<file path="config.mk">
export PLATFORM = sky130hd
export DESIGN_NAME = ex_mem_latch
export DESIGN_NICKNAME = d
export VERILOG_FILES = /design/src/rtl/ex_mem_latch.sv
export SDC_FILE = /design/constraint.sdc
export NUM_CORES = 1
export LEC_CHECK = 0
export ABC_AREA = 1
export BUFFER_PORTS_ARGS = -buffer_cell sky130_fd_sc_hd__clkbuf_2
export CORE_ASPECT_RATIO = 1.1
export CORE_UTILIZATION = 30
export DETAILED_ROUTE_END_ITERATION = 12
export SETUP_SLACK_MARGIN = 0.02
export SLEW_MARGIN = 20
export SYNTH_ARGS = -nofsm -noshare
export SYNTH_HDL_FRONTEND = slang
export SYNTH_SLANG_ARGS = --single-unit
</file>
<file path="constraint.sdc">
create_clock -name clk -period 2.5 [get_ports clk]
set_input_delay 0.375 -clock clk [delete_from_list [all_inputs] [get_ports clk]]
set_output_delay 0.375 -clock clk [all_outputs]
set_load 0.02 [all_outputs]
</file>
<file path="src/rtl/ex_mem_latch.sv">
// EX/MEM pipeline register: captures execute-stage results, resolves taken branches into a
// single-cycle PCSrc pulse, and keeps a saturating count of bubbles entering MEM.
module ex_mem_latch #(
   parameter int unsigned WIDTH   = 32,
   parameter int unsigned REGBITS = 5,
   parameter int unsigned CNTBITS = 16
) (
   input  logic               clk,
   input  logic               rst_n,
   input  logic               stall,
   input  logic               flush,
   input  logic               ex_valid,
   input  logic [WIDTH-1:0]   ex_alu_result,
   input  logic               ex_alu_zero,
   input  logic [WIDTH-1:0]   ex_rt_data,
   input  logic [WIDTH-1:0]   ex_npc,
   input  logic [WIDTH-1:0]   ex_imm,
   input  logic [REGBITS-1:0] ex_dest_reg,
   input  logic               ex_regwrite,
   input  logic               ex_memtoreg,
   input  logic               ex_branch,
   input  logic               ex_memread,
   input  logic               ex_memwrite,
   output logic               mem_valid,
   output logic [WIDTH-1:0]   mem_alu_result,
   output logic [WIDTH-1:0]   mem_rt_data,
   output logic [WIDTH-1:0]   mem_branch_target,
   output logic               mem_alu_zero,
   output logic [REGBITS-1:0] mem_dest_reg,
   output logic               mem_regwrite,
   output logic               mem_memtoreg,
   output logic               mem_memread,
   output logic               mem_memwrite,
   output logic               mem_pcsrc,
   output logic [CNTBITS-1:0] bubble_count
);

   typedef enum logic {StIdle, StFired} fire_e;

   fire_e              fire_q, fire_d;
   logic               valid_q, valid_d;
   logic [WIDTH-1:0]   alu_result_q, alu_result_d;
   logic [WIDTH-1:0]   rt_data_q, rt_data_d;
   logic [WIDTH-1:0]   target_q, target_d;
   logic               alu_zero_q, alu_zero_d;
   logic [REGBITS-1:0] dest_reg_q, dest_reg_d;
   logic               regwrite_q, regwrite_d;
   logic               memtoreg_q, memtoreg_d;
   logic               memread_q, memread_d;
   logic               memwrite_q, memwrite_d;
   logic               branch_q, branch_d;
   logic               pcsrc_q, pcsrc_d;
   logic [CNTBITS-1:0] cnt_q, cnt_d;
   logic [CNTBITS-1:0] cnt_inc;
   logic [WIDTH-1:0]   target;

   assign target  = ex_npc + (ex_imm << 2);
   assign cnt_inc = (cnt_q == {CNTBITS{1'b1}}) ? cnt_q : cnt_q + CNTBITS'(1);

   always_comb begin
      fire_d       = fire_q;
      valid_d      = valid_q;
      alu_result_d = alu_result_q;
      rt_data_d    = rt_data_q;
      target_d     = target_q;
      alu_zero_d   = alu_zero_q;
      dest_reg_d   = dest_reg_q;
      regwrite_d   = regwrite_q;
      memtoreg_d   = memtoreg_q;
      memread_d    = memread_q;
      memwrite_d   = memwrite_q;
      branch_d     = branch_q;
      cnt_d        = cnt_q;
      if (flush) begin
         fire_d       = StIdle;
         valid_d      = 1'b0;
         alu_result_d = '0;
         rt_data_d    = '0;
         target_d     = '0;
         alu_zero_d   = 1'b0;
         dest_reg_d   = '0;
         regwrite_d   = 1'b0;
         memtoreg_d   = 1'b0;
         memread_d    = 1'b0;
         memwrite_d   = 1'b0;
         branch_d     = 1'b0;
         cnt_d        = cnt_inc;
      end else if (!stall) begin
         fire_d       = StIdle;
         valid_d      = ex_valid;
         alu_result_d = ex_alu_result;
         rt_data_d    = ex_rt_data;
         target_d     = target;
         alu_zero_d   = ex_alu_zero;
         dest_reg_d   = ex_dest_reg;
         // A bubble must never write state or redirect fetch.
         regwrite_d   = ex_valid & ex_regwrite;
         memtoreg_d   = ex_valid & ex_memtoreg;
         memread_d    = ex_valid & ex_memread;
         memwrite_d   = ex_valid & ex_memwrite;
         branch_d     = ex_valid & ex_branch;
         if (!ex_valid) cnt_d = cnt_inc;
      end else if (pcsrc_q) begin
         fire_d = StFired;
      end
      // Registered so the pulse is a pure flop output with no input-to-output path.
      pcsrc_d = branch_d & alu_zero_d & valid_d & (fire_d == StIdle);
   end

   always_ff @(posedge clk or negedge rst_n) begin
      if (!rst_n) begin
         fire_q       <= StIdle;
         valid_q      <= 1'b0;
         alu_result_q <= '0;
         rt_data_q    <= '0;
         target_q     <= '0;
         alu_zero_q   <= 1'b0;
         dest_reg_q   <= '0;
         regwrite_q   <= 1'b0;
         memtoreg_q   <= 1'b0;
         memread_q    <= 1'b0;
         memwrite_q   <= 1'b0;
         branch_q     <= 1'b0;
         pcsrc_q      <= 1'b0;
         cnt_q        <= '0;
      end else begin
         fire_q       <= fire_d;
         valid_q      <= valid_d;
         alu_result_q <= alu_result_d;
         rt_data_q    <= rt_data_d;
         target_q     <= target_d;
         alu_zero_q   <= alu_zero_d;
         dest_reg_q   <= dest_reg_d;
         regwrite_q   <= regwrite_d;
         memtoreg_q   <= memtoreg_d;
         memread_q    <= memread_d;
         memwrite_q   <= memwrite_d;
         branch_q     <= branch_d;
         pcsrc_q      <= pcsrc_d;
         cnt_q        <= cnt_d;
      end
   end

   assign mem_valid         = valid_q;
   assign mem_alu_result    = alu_result_q;
   assign mem_rt_data       = rt_data_q;
   assign mem_branch_target = target_q;
   assign mem_alu_zero      = alu_zero_q;
   assign mem_dest_reg      = dest_reg_q;
   assign mem_regwrite      = regwrite_q;
   assign mem_memtoreg      = memtoreg_q;
   assign mem_memread       = memread_q;
   assign mem_memwrite      = memwrite_q;
   assign mem_pcsrc         = pcsrc_q;
   assign bubble_count      = cnt_q;

endmodule

</file>
==> results of run 1 <==
-- kinds of logic (layout without fill, tap and decap cells) --
logic type      Yosys count  count (layout)  synth area share
simple gates            407             407             0.245
compound gates          133             133             0.140
buf+inv                 130             406            0.0749
flops                   126             126             0.455
fa+ha+maj                31              31            0.0570
xor+xnor                 23              23            0.0290
-- cells in the final DEF, fill, tap and decap left out, types with 2 or more instances in the layout --
cell        instances
dfrtp_1           126
a21oi_1            27
nor2_1             53
clkbuf_2          264
nand3_1            47
inv_1             104
buf_12              3
nand3b_1            4
bufinv_16           2
clkbuf_16          17
clkbuf_1            3
xor2_1             12
nand2_1           271
nor4_1              2
xnor2_1            11
clkinvlp_4          3
inv_2               2
nor3_1             12
clkinv_2            3
a22o_1             76
nor2_4              2
o21ai_2             2
o21ai_0            22
o21bai_1            3
nand4_1             6
and2_1              5
ha_1               30
nor3_2              2
-- layer usage --
layer	wire length [um]	vias up	GRT usage
met3	1390	24	0.0480
met2	9220	230	0.271
met1	9540	3066	0.242
li1	-	3311	-
met4	323	0	0.0478
met5	0	-	0
-- metrics by stage --
stage | hold slack, ns | util | power, uW | instances
2_1_floorplan | 0.0794 | - | 3290 | 850
3_3_place_gp | 0.471 | 0.377 | 3850 | 1395
3_5_place_dp | 0.472 | 0.377 | 3860 | 1395
4_1_cts | 0.0977 | 0.402 | 6290 | 1426
5_1_grt | 0.123 | 0.402 | 6560 | 1426
6_report | 0.0769 | 0.402 | 6200 | 1426
-- final cells by class --
type	instances	area [um2]	share of cell area
inverters	107	404	0.0441
clock buffers	21	450	0.0492
multi-input cells	594	3270	0.357
well taps	300	375	0.0410
repair buffers	268	1390	0.152
clock inverters	10	115	0.0126
flip-flops and latches	126	3150	0.344
-- power by group through the flow --
stage          registers (uW)  clock network (uW)  logic (uW)
6_report                 2390                2370        1430
5_1_grt                  2420                2540        1600
4_1_cts                  2390                2450        1450
3_5_place_dp             2420                   0        1440
3_3_place_gp             2420                   0        1430
2_1_floorplan            2610                   0         674
-- worst max-delay path by stage --
stage	slack, ns	start	end	depth (start not counted)
after global placement	0.28	ex_npc[2]	mem_branch_target[26]$_DFFE_PN0P_	14
after global routing	0.45	ex_npc[2]	mem_branch_target[26]$_DFFE_PN0P_	14
after detailed placement	0.24	ex_npc[2]	mem_branch_target[26]$_DFFE_PN0P_	14
final	0.66	ex_npc[2]	mem_branch_target[26]$_DFFE_PN0P_	14
after floorplan	0.66	ex_npc[2]	mem_branch_target[26]$_DFFE_PN0P_	13
after CTS	0.68	ex_npc[2]	mem_branch_target[26]$_DFFE_PN0P_	14
-- critical path: cells and delay by family --
| kind | cells | cell delay, ns |
|---|---|---|
| buffers and inverters | 3 | 0.26 |
| AND/OR/NAND/NOR | 9 | 0.90 |
| adder cells (fa/ha/maj) | 2 | 0.62 |
-- synth_stat cells --
cell type	instances
a22o_1	76
o21ai_0	22
nor2_1	53
inv_2	2
clkbuf_8	1
nand2_1	271
buf_2	9
o21ai_2	2
o21ai_1	1
clkbuf_1	11
ha_1	30
nand4_2	1
nand3_4	1
and2_1	5
inv_1	104
o21bai_1	3
nor3_1	12
fa_1	1
xnor2_1	11
a21o_1	1
inv_4	1
nor4_1	2
a22oi_1	1
nor3_2	2
nor2_2	2
dfrtp_1	126
xor2_1	12
nand4_1	6
buf_1	1
a21oi_1	27
nor2_4	1
nand3b_1	4
nand3_1	47
buf_6	1
==> out/metrics.cfg, run 1 <==
[place]
dpl_cell_area_mm2=0.00859
dp_hpwl_mm=15.5
gp_congestion=0.869
io_buffers=265
dpl_worst_slack_ns=0.244

[floorplan]
die-area_mm2=0.0237
start_util=0.304
die_h_um=161
ioPinCount=268
core_mm2=0.0228
die_x_um=147
rows=58

[pwr]
powerDensity_mw_per_mm2=677
ir_drop_mv=0.399
pwr-share-seq=0.386
clock_power_share=0.383
power.switching_uw=1980
swShare=0.320
p_int_uw=4220
p_leak_uw=0.00518
comb_power_share=0.231

[synth]
ys_types=34
ys_ff_latch=126
synth_largest_area_cell=dfrtp_1
syn_nets=1025
syn_avg_cell_area_um2=8.16
syn-cell-area_mm2=0.00694
postSynthCellCount=850
yosysWarningCount=0
yosysSeqAreaShare=0.455
yosysTopAreaCellShare=0.455
synthTopCellsByArea=dfrtp_1 (45%), nand2_1 (15%), a22o_1 (9.6%)

[timing]
setup_viol=0
slew_viol_final=0
min_period_ns=1.84
relSlewSlack=0.541
tns_ns=0
max_freq_mhz=542
clock_skew_ns=0.00369
finalCritPeriodShare=0.738
hold_violations=0
rsz0062_at_grt=no
worst_slew_pin_slew_ns=0.688
worst_slack_ns=0.656

[run]
cap_violations=0

[finish]
insertedDiodeCount=0
final_area_mm2=0.00916
nNetsFinal=1289
drive_gt1_frac=0.274
area_growth_pct=32.0
fillers=2388

[clocking]
post-cts-setup-buffer-count=0
clock_sinks=126
clock_path_buffers=2
post_cts_resized=0
holdBufCountCts=0
cts_made_buffers=17
cts_max_level=4
clk_pin_slew_ns=0.06
cts_tree=done
cts_root_buffer=clkbuf_16
clock_latency_ns=0.41

[critical_path]
path_cells=clkbuf_2 > ha_1 > inv_1 > fa_1 > inv_1 > nand3_1 > nand3_1 > nand2_1 > nand2_1 > nand2_1 > nand3_1 > nand2_1 > nand3_1 > nand2_1
start_kind=input pin
critPathRequiredTime_ns=2.80
cp-end-kind=register
reg2regPathDepth=9
r2r_end=bubble_count[4]$_DFFE_PN0P_
r2r_slack_ns=0.83
arrival_ns=2.14
worstPathMaxFanout=5
path_class=input pin to register
critPathMaxStageDelay_ns=0.39
slowest_stage=fa_1
reg2reg_from=bubble_count[0]$_DFFE_PN0P_
crit_top_cell=nand2_1

[routing]
wl_per_cell_um=14.4
drt_pre_antenna_iters=8
totalWireLength_mm=20.5
drc=1
avgViaCountPerCell=4.65
detail-route-antenna-nets=0
drt_iter0_markers=469
dr_total_vias=6631

[min_path]
min_path_type=input pin to async pin

[status]
outcome=finished, violations left
violations=design-rule violations

[grt]
grt_pass1_wl_mm=32.9
grtUsageTotal=0.176
antenna_found_initial=0
grt_max_degree=127
grt_overflow=0
grt_pass1_vias=6375

Power figures use the tool's default switching activity.
==> run 2, diff against run 1 <==
Settings changed: ABC_AREA 1 to 0.
Clock period 2.5 ns to 1.9 ns, I/O delays scaled along.
==> out/metrics.cfg, run 2 <==
[synth]
synthAdderAreaFrac=0.0584  ; +0.00138
synthTopCellsByCount=dfrtp_1 (126), nor2_1 (110), mux2i_1 (79), nand2_1 (50), a21oi_1 (43)
synthTopCellsByArea=dfrtp_1 (47%), mux2i_1 (12%), nor2_1 (6.1%)
ys_types=69  ; +100%
yosys.area_share.simple=0.152  ; -0.0924
synth_compound_area_frac=0.132  ; -0.00770
synth.most_common_cell=dfrtp_1
ys_async_sr_fraction=1.00  ; unchanged
synth_flop_cell=dfrtp_1
ys_ff_latch=126  ; unchanged
yosysSeqAreaShare=0.466  ; +0.0110
postSynthCellCount=673  ; -21%
yosysTopAreaCellShare=0.466  ; +0.0110
yosysWarningCount=0  ; unchanged
synth_largest_area_cell=dfrtp_1
synth-edff-count=0  ; unchanged
synthXorXnorAreaFrac=0.0414  ; +0.0123
synth_mux_area_frac=0.118  ; +0.118
synth_top_family_by_area=simple AND/OR/NAND/NOR gates
syn_nets=848  ; -17%
syn_avg_cell_area_um2=10.1  ; +23%
syn-cell-area_mm2=0.00677  ; -2.4%

[pwr]
clock_power_share=0.378  ; -0.005
powerDensity_mw_per_mm2=852  ; +26%
swShare=0.316  ; -0.00403
p_int_uw=5960  ; +41%
comb_power_share=0.269  ; +0.038
p_leak_uw=0.00522  ; +0.94%
ir_drop_mv=0.508  ; +27%
power.switching_uw=2750  ; +39%
pwr-share-seq=0.353  ; -0.033

[clocking]
cts_root_buffer=clkbuf_16
clock_path_buffers=2  ; unchanged
clock_sinks=126  ; unchanged
clk_pin_slew_ns=0.06  ; about the same
cts_tree=done
cts_max_level=4  ; unchanged
cts_made_buffers=17  ; unchanged
clock_latency_ns=0.41  ; about the same

[finish]
area_growth_pct=50.9
fin_util=0.462  ; +0.0605
nNetsFinal=1203  ; -6.7%
final_cell_mix=clkbuf_2 (260), dfrtp_1 (123), nor2_1 (107), buf_4 (104), mux2i_1 (79)
drive_gt1_frac=0.460  ; +0.187
layout_commonest_cell=clkbuf_2
fillers=2171  ; -9.1%
instances_no_fill=1337  ; -6.2%

[routing]
drt_iter0_markers=219  ; -53%
totalWireLength_mm=20.4  ; -0.37%
wl_per_cell_um=15.3  ; +6.3%
drc=0  ; -1
drt_pre_antenna_iters=5  ; -3
detail-route-antenna-nets=0  ; unchanged
avgViaCountPerCell=4.70  ; +1.0%
dr_total_vias=6282  ; -5.3%

[critical_path]
r2r_slack_ns=0.07  ; -0.76 ns
reg2regPathDepth=8  ; -1
cp-end-kind=register
path_class=input pin to register
arrival_ns=2.34  ; +0.20 ns
critPathMaxStageDelay_ns=0.41  ; +0.02 ns
start_kind=input pin
worstPathMaxFanout=2  ; -3
path_cells=buf_8 > ha_4 > inv_2 > fa_2 > nand2b_4 > a21oi_4 > o21ai_2 > a2111o_1 > a21o_1 > a21oi_2 > nor4b_2 > a221o_1
slowest_stage=a2111o_1
reg2reg_from=bubble_count[8]$_DFFE_PN0P_
critPathRequiredTime_ns=2.20  ; -0.60 ns
r2r_end=bubble_count[11]$_DFFE_PN0P_

[place]
gp_congestion=0.825  ; -5.1%
dp_hpwl_mm=15.5  ; +0.14%
dp.cells=1291  ; -7.5%
io_buffers=265  ; unchanged

[min_path]
hp-start=ex_rt_data[15]
min_path_cells=3
min_path_type=input pin to register
worstHoldEndpoint=mem_rt_data[15]$_DFFE_PN0P_

[grt]
grt_overflow=0  ; unchanged
grt_pass1_wl_mm=33.0  ; +0.19%
grt_pass1_vias=6453  ; +1.2%
grtUsageTotal=0.179  ; +0.00294
grt_max_degree=72  ; -43%
antenna_found_initial=1  ; +1

[timing]
relSlewSlack=0.513  ; -0.0280
min_period_ns=2.04
finalCritPeriodShare=1.07
slew_viol_final=0  ; unchanged
worst_slack_ns=-0.142  ; -0.797 ns
max_freq_mhz=490
rsz0062_at_grt=yes
worst_slew_pin_slew_ns=0.730  ; +0.0420 ns
clock_skew_ns=0.00664  ; +0.00295 ns
hold_violations=0  ; unchanged
setup_viol=3  ; +3

[floorplan]
rows=57  ; -1.7%
start_util=0.306  ; +0.00192
die_x_um=145  ; -1.2%
core_mm2=0.0221  ; -3.0%
ioPinCount=268  ; unchanged
die-area_mm2=0.0232  ; -2.3%
die_h_um=160  ; -1.2%

[run]
cap_violations=0  ; unchanged

[status]
violations=negative setup slack
outcome=finished, violations left

run 2: changes by cell type in the layout (fill, tap and decap cells not counted), sizes merged, moves of 8 or more:
cell   before  now
a21oi      27   46
inv       108   15
nand2     271   50
xnor2      11   24
mux2i       0   79
buf         4  112
nand3      48   15
nor2       56  110
o21ai      25   17
a22o       76    2
a21o        1   14
run 2: final cells by class:
type / instances / area (um2) / area share
repair buffers: 373 / 2210 / 0.216
flip-flops and latches: 126 / 3160 / 0.309
well taps: 295 / 369 / 0.0361
multi-input cells: 500 / 3850 / 0.376
inverters: 10 / 37.5 / 0.00367
clock buffers: 19 / 443 / 0.0433
diodes: 1 / 2.50 / 0.000245
clock inverters: 13 / 155 / 0.0152
run 2: worst max-delay path by stage:
| stage | startpoint | depth (start not counted) | endpoint |
|---|---|---|---|
| floorplan | ex_npc[2] | 11 | mem_branch_target[28]$_DFFE_PN0P_ |
| global placement | ex_npc[2] | 12 | mem_branch_target[28]$_DFFE_PN0P_ |
| detailed placement | ex_npc[2] | 12 | mem_branch_target[28]$_DFFE_PN0P_ |
| CTS | ex_npc[2] | 12 | mem_branch_target[28]$_DFFE_PN0P_ |
| global route | ex_npc[2] | 12 | mem_branch_target[28]$_DFFE_PN0P_ |
| finish | ex_npc[2] | 12 | mem_branch_target[28]$_DFFE_PN0P_ |
run 2: kinds of logic (layout without fill, tap and decap cells):
| logic type | Yosys count | count (layout) |
|---|---|---|
| adder cells (fa/ha/maj) | 31 | 31 |
| AND/OR/NAND/NOR | 227 | 227 |
| multiplexers | 80 | 80 |
| other | 0 | 1 |
| flip-flops | 126 | 126 |
| XOR/XNOR | 32 | 32 |
| AO/OA/AOI/OAI | 130 | 130 |
| buffers and inverters | 47 | 415 |
run 2: through the flow:
step | instance area, um2 | setup TNS (ns) | hold slack (ns) | worst slack (ns) | total power [uW]
after floorplan | 7080 | -1.16 | -0.0106 | -0.305 | 4370
after global placement | 9340 | -7.25 | 0.272 | -0.611 | 5320
after detailed placement | 9340 | -7.62 | 0.275 | -0.646 | 5360
after CTS | 10000 | -0.273 | 0.0968 | -0.153 | 8740
after global routing | 10200 | -0.650 | 0.105 | -0.181 | 9150
final | 10200 | -0.209 | 0.109 | -0.142 | 8710
run 2: critical path, delay by kind of cell:
family	cells	cell delay, ns
compound gates	6	1.24
fa+ha+maj	2	0.47
simple gates	2	0.22
buf+inv	2	0.10
run 2: repair_timing:
action,in CTS,in global routing
resized for setup,7,27
hold buffers,1,0
setup endpoints to repair,7,24
endpoints found under the hold margin,31,0
buffers inserted,5,7
pin swaps,11,17
run 2: power groups by stage:
stage | sequential (uW) | combinational [uW] | clock, uW
after floorplan | 3390 | 988 | 0
after global placement | 3110 | 2210 | 0
after detailed placement | 3110 | 2240 | 0
after CTS | 3070 | 2290 | 3370
after global routing | 3100 | 2550 | 3500
final | 3070 | 2350 | 3290
run 2: layer usage:
| layer | share of wire | GRT usage |
|---|---|---|
| met5 | 0 | 0 |
| met2 | 0.50 | 0.309 |
| met4 | 0.027 | 0.0675 |
| met3 | 0.062 | 0.0524 |
| met1 | 0.41 | 0.209 |
==> run 3, diff against run 2 <==
Settings changed: CTS_BUF_LIST set to sky130_fd_sc_hd__clkbuf_8 sky130_fd_sc_hd__clkbuf_16.
==> out/metrics.cfg, run 3 (synthesized netlist as in run 2, its figures left out) <==
[status]
outcome=finished, violations left
violations=negative setup slack

[place]
dp.cells=1291  ; unchanged
dp_hpwl_mm=15.5  ; unchanged
dpl_worst_slack_ns=-0.646  ; unchanged
dpl_cell_area_mm2=0.00934  ; unchanged
io_buffers=265  ; unchanged
gp_congestion=0.825  ; unchanged

[critical_path]
path_cells=buf_8 > ha_4 > inv_2 > fa_2 > nand2b_4 > a21oi_4 > o21ai_2 > a2111o_1 > a21o_1 > a21oi_2 > nor4b_2 > a221o_1
start_kind=input pin
slowest_stage=a2111o_1
critPathBufInv=2  ; unchanged
arrival_ns=2.34  ; about the same
critPathMaxStageDelay_ns=0.41  ; about the same
cp_top_family=compound AO/OA/AOI/OAI gates
worstPathMaxFanout=2  ; unchanged
cp-end-kind=register
critPathRequiredTime_ns=2.20  ; about the same
path_class=input pin to register

[finish]
instances_no_fill=1337  ; unchanged
multi_input_area_mm2=0.00385  ; unchanged
area_growth_pct=50.9  ; unchanged
drive_gt1_frac=0.460  ; unchanged
final_cell_mix=clkbuf_2 (260), dfrtp_1 (123), nor2_1 (107), buf_4 (104), mux2i_1 (79)
fin_util=0.462  ; unchanged
fillers=2171  ; unchanged
seqCellArea_mm2=0.00316  ; unchanged
nNetsFinal=1203  ; unchanged
layout_commonest_cell=clkbuf_2
final_area_mm2=0.0102  ; unchanged

[floorplan]
rows=57  ; unchanged
die_x_um=145  ; unchanged
die-area_mm2=0.0232  ; unchanged
die_h_um=160  ; unchanged
core_mm2=0.0221  ; unchanged
ioPinCount=268  ; unchanged
start_util=0.306  ; unchanged

[clocking]
clock_path_buffers=2  ; unchanged
clk_pin_slew_ns=0.06  ; about the same
cts_root_buffer=clkbuf_16
clock_sinks=126  ; unchanged
clock_latency_ns=0.41  ; about the same
cts_made_buffers=17  ; unchanged
cts_tree=done
cts_max_level=4  ; unchanged

[timing]
worst_slew_pin_slew_ns=0.730  ; +0.0000398 ns
slew_viol_final=0  ; unchanged
max_freq_mhz=490  ; about the same
worst_slack_ns=-0.142  ; +0.0000450 ns
relSlewSlack=0.513  ; about the same
hold_violations=0  ; unchanged
finalCritPeriodShare=1.07  ; about the same
clock_skew_ns=0.00664  ; +0.0000000300 ns
setup_viol=3  ; unchanged
rsz0062_at_grt=yes
min_period_ns=2.04  ; -0.0000450 ns

[grt]
grt_pass1_wl_mm=33.0  ; unchanged
antenna_found_initial=1  ; unchanged
grtUsageTotal=0.179  ; unchanged
grt_max_degree=72  ; unchanged
grt_overflow=0  ; unchanged
grt_pass1_vias=6453  ; unchanged

[min_path]
min_path_type=input pin to register

[routing]
wl_per_cell_um=15.3  ; unchanged
drc=0  ; unchanged
drt_pre_antenna_iters=5  ; unchanged
totalWireLength_mm=20.4  ; unchanged
detail-route-antenna-nets=0  ; unchanged
avgViaCountPerCell=4.70  ; unchanged
dr_total_vias=6282  ; unchanged
drt_iter0_markers=219  ; unchanged

[pwr]
p_int_uw=5950  ; about the same
ir_drop_mv=0.508  ; about the same
power.switching_uw=2750  ; about the same
total_power_uw=8710  ; about the same
clock_power_share=0.378  ; about the same
p_leak_uw=0.00523  ; about the same
swShare=0.316  ; about the same
pwr-share-seq=0.353  ; about the same
powerDensity_mw_per_mm2=852  ; about the same
comb_power_share=0.269  ; about the same

[run]
cap_violations=0  ; unchanged

==> run 3: cell types whose count changed in the layout (fill, tap and decap cells not counted) <==
cell      delta
inv_1        +1
clkbuf_1     -1
==> run 3: metrics by stage <==
stage | setup TNS, ns | hold slack, ns
floorplan | -1.16 | -0.0106
global placement | -7.25 | 0.272
detailed placement | -7.62 | 0.275
finish | -0.209 | 0.108
CTS | -0.273 | 0.0967
global route | -0.650 | 0.105
==> run 3: layer usage <==
| layer | GRT usage | share of wire | vias up |
|---|---|---|---|
| li1 | - | - | 3103 |
| met1 | 0.209 | 0.41 | 2970 |
| met2 | 0.309 | 0.50 | 179 |
| met3 | 0.0524 | 0.062 | 30 |
| met4 | 0.0675 | 0.027 | 0 |
| met5 | 0 | 0 | - |
==> run 3: timing repair <==
item / in CTS / in global routing
resized for setup: 7 / 27
endpoints found under the hold margin: 31 / 0
hold buffers: 1 / 0
pin swaps: 11 / 17
endpoints found under the setup margin: 7 / 24
setup buffers: 5 / 7
==> run 3: power by group through the flow <==
stage | clock (uW) | sequential [uW] | combinational [uW]
2_1_floorplan | 0 | 3390 | 988
3_3_place_gp | 0 | 3110 | 2210
3_5_place_dp | 0 | 3110 | 2240
4_1_cts | 3370 | 3070 | 2290
5_1_grt | 3490 | 3100 | 2550
6_report | 3290 | 3070 | 2350
==> run 3: final timing paths <==
path	startpoint	slack, ns	endpoint	cells after the start
max	ex_npc[2]	-0.14	mem_branch_target[28]$_DFFE_PN0P_	12
min	ex_rt_data[15]	0.11	mem_rt_data[15]$_DFFE_PN0P_	3
max reg2reg	bubble_count[8]$_DFFE_PN0P_	0.07	bubble_count[11]$_DFFE_PN0P_	8
min reg2reg	fire_q$_DFF_PN0_	0.47	fire_q$_DFF_PN0_	1
max in group asynchronous	rst_n	0.88	mem_rt_data[19]$_DFFE_PN0P_	3
min in group asynchronous	rst_n	0.38	bubble_count[11]$_DFFE_PN0P_	2
==> run 3: area by class of cell <==
class                           instances  share of cell area
Antenna cell                            1            0.000245
Clock buffer                           18              0.0430
Clock inverter                         14              0.0155
Inverter                               10             0.00367
Multi-Input combinational cell        500               0.376
Sequential cell                       126               0.309
Tap cell                              295              0.0361
Timing Repair Buffer                  373               0.216
==> run 3: tightest hold or removal path: cells and delay by family <==
kind / cells / cell delay [ns]
buffers and inverters: 1 / 0.07
multiplexers: 1 / 0.05
AND/OR/NAND/NOR: 1 / 0.07
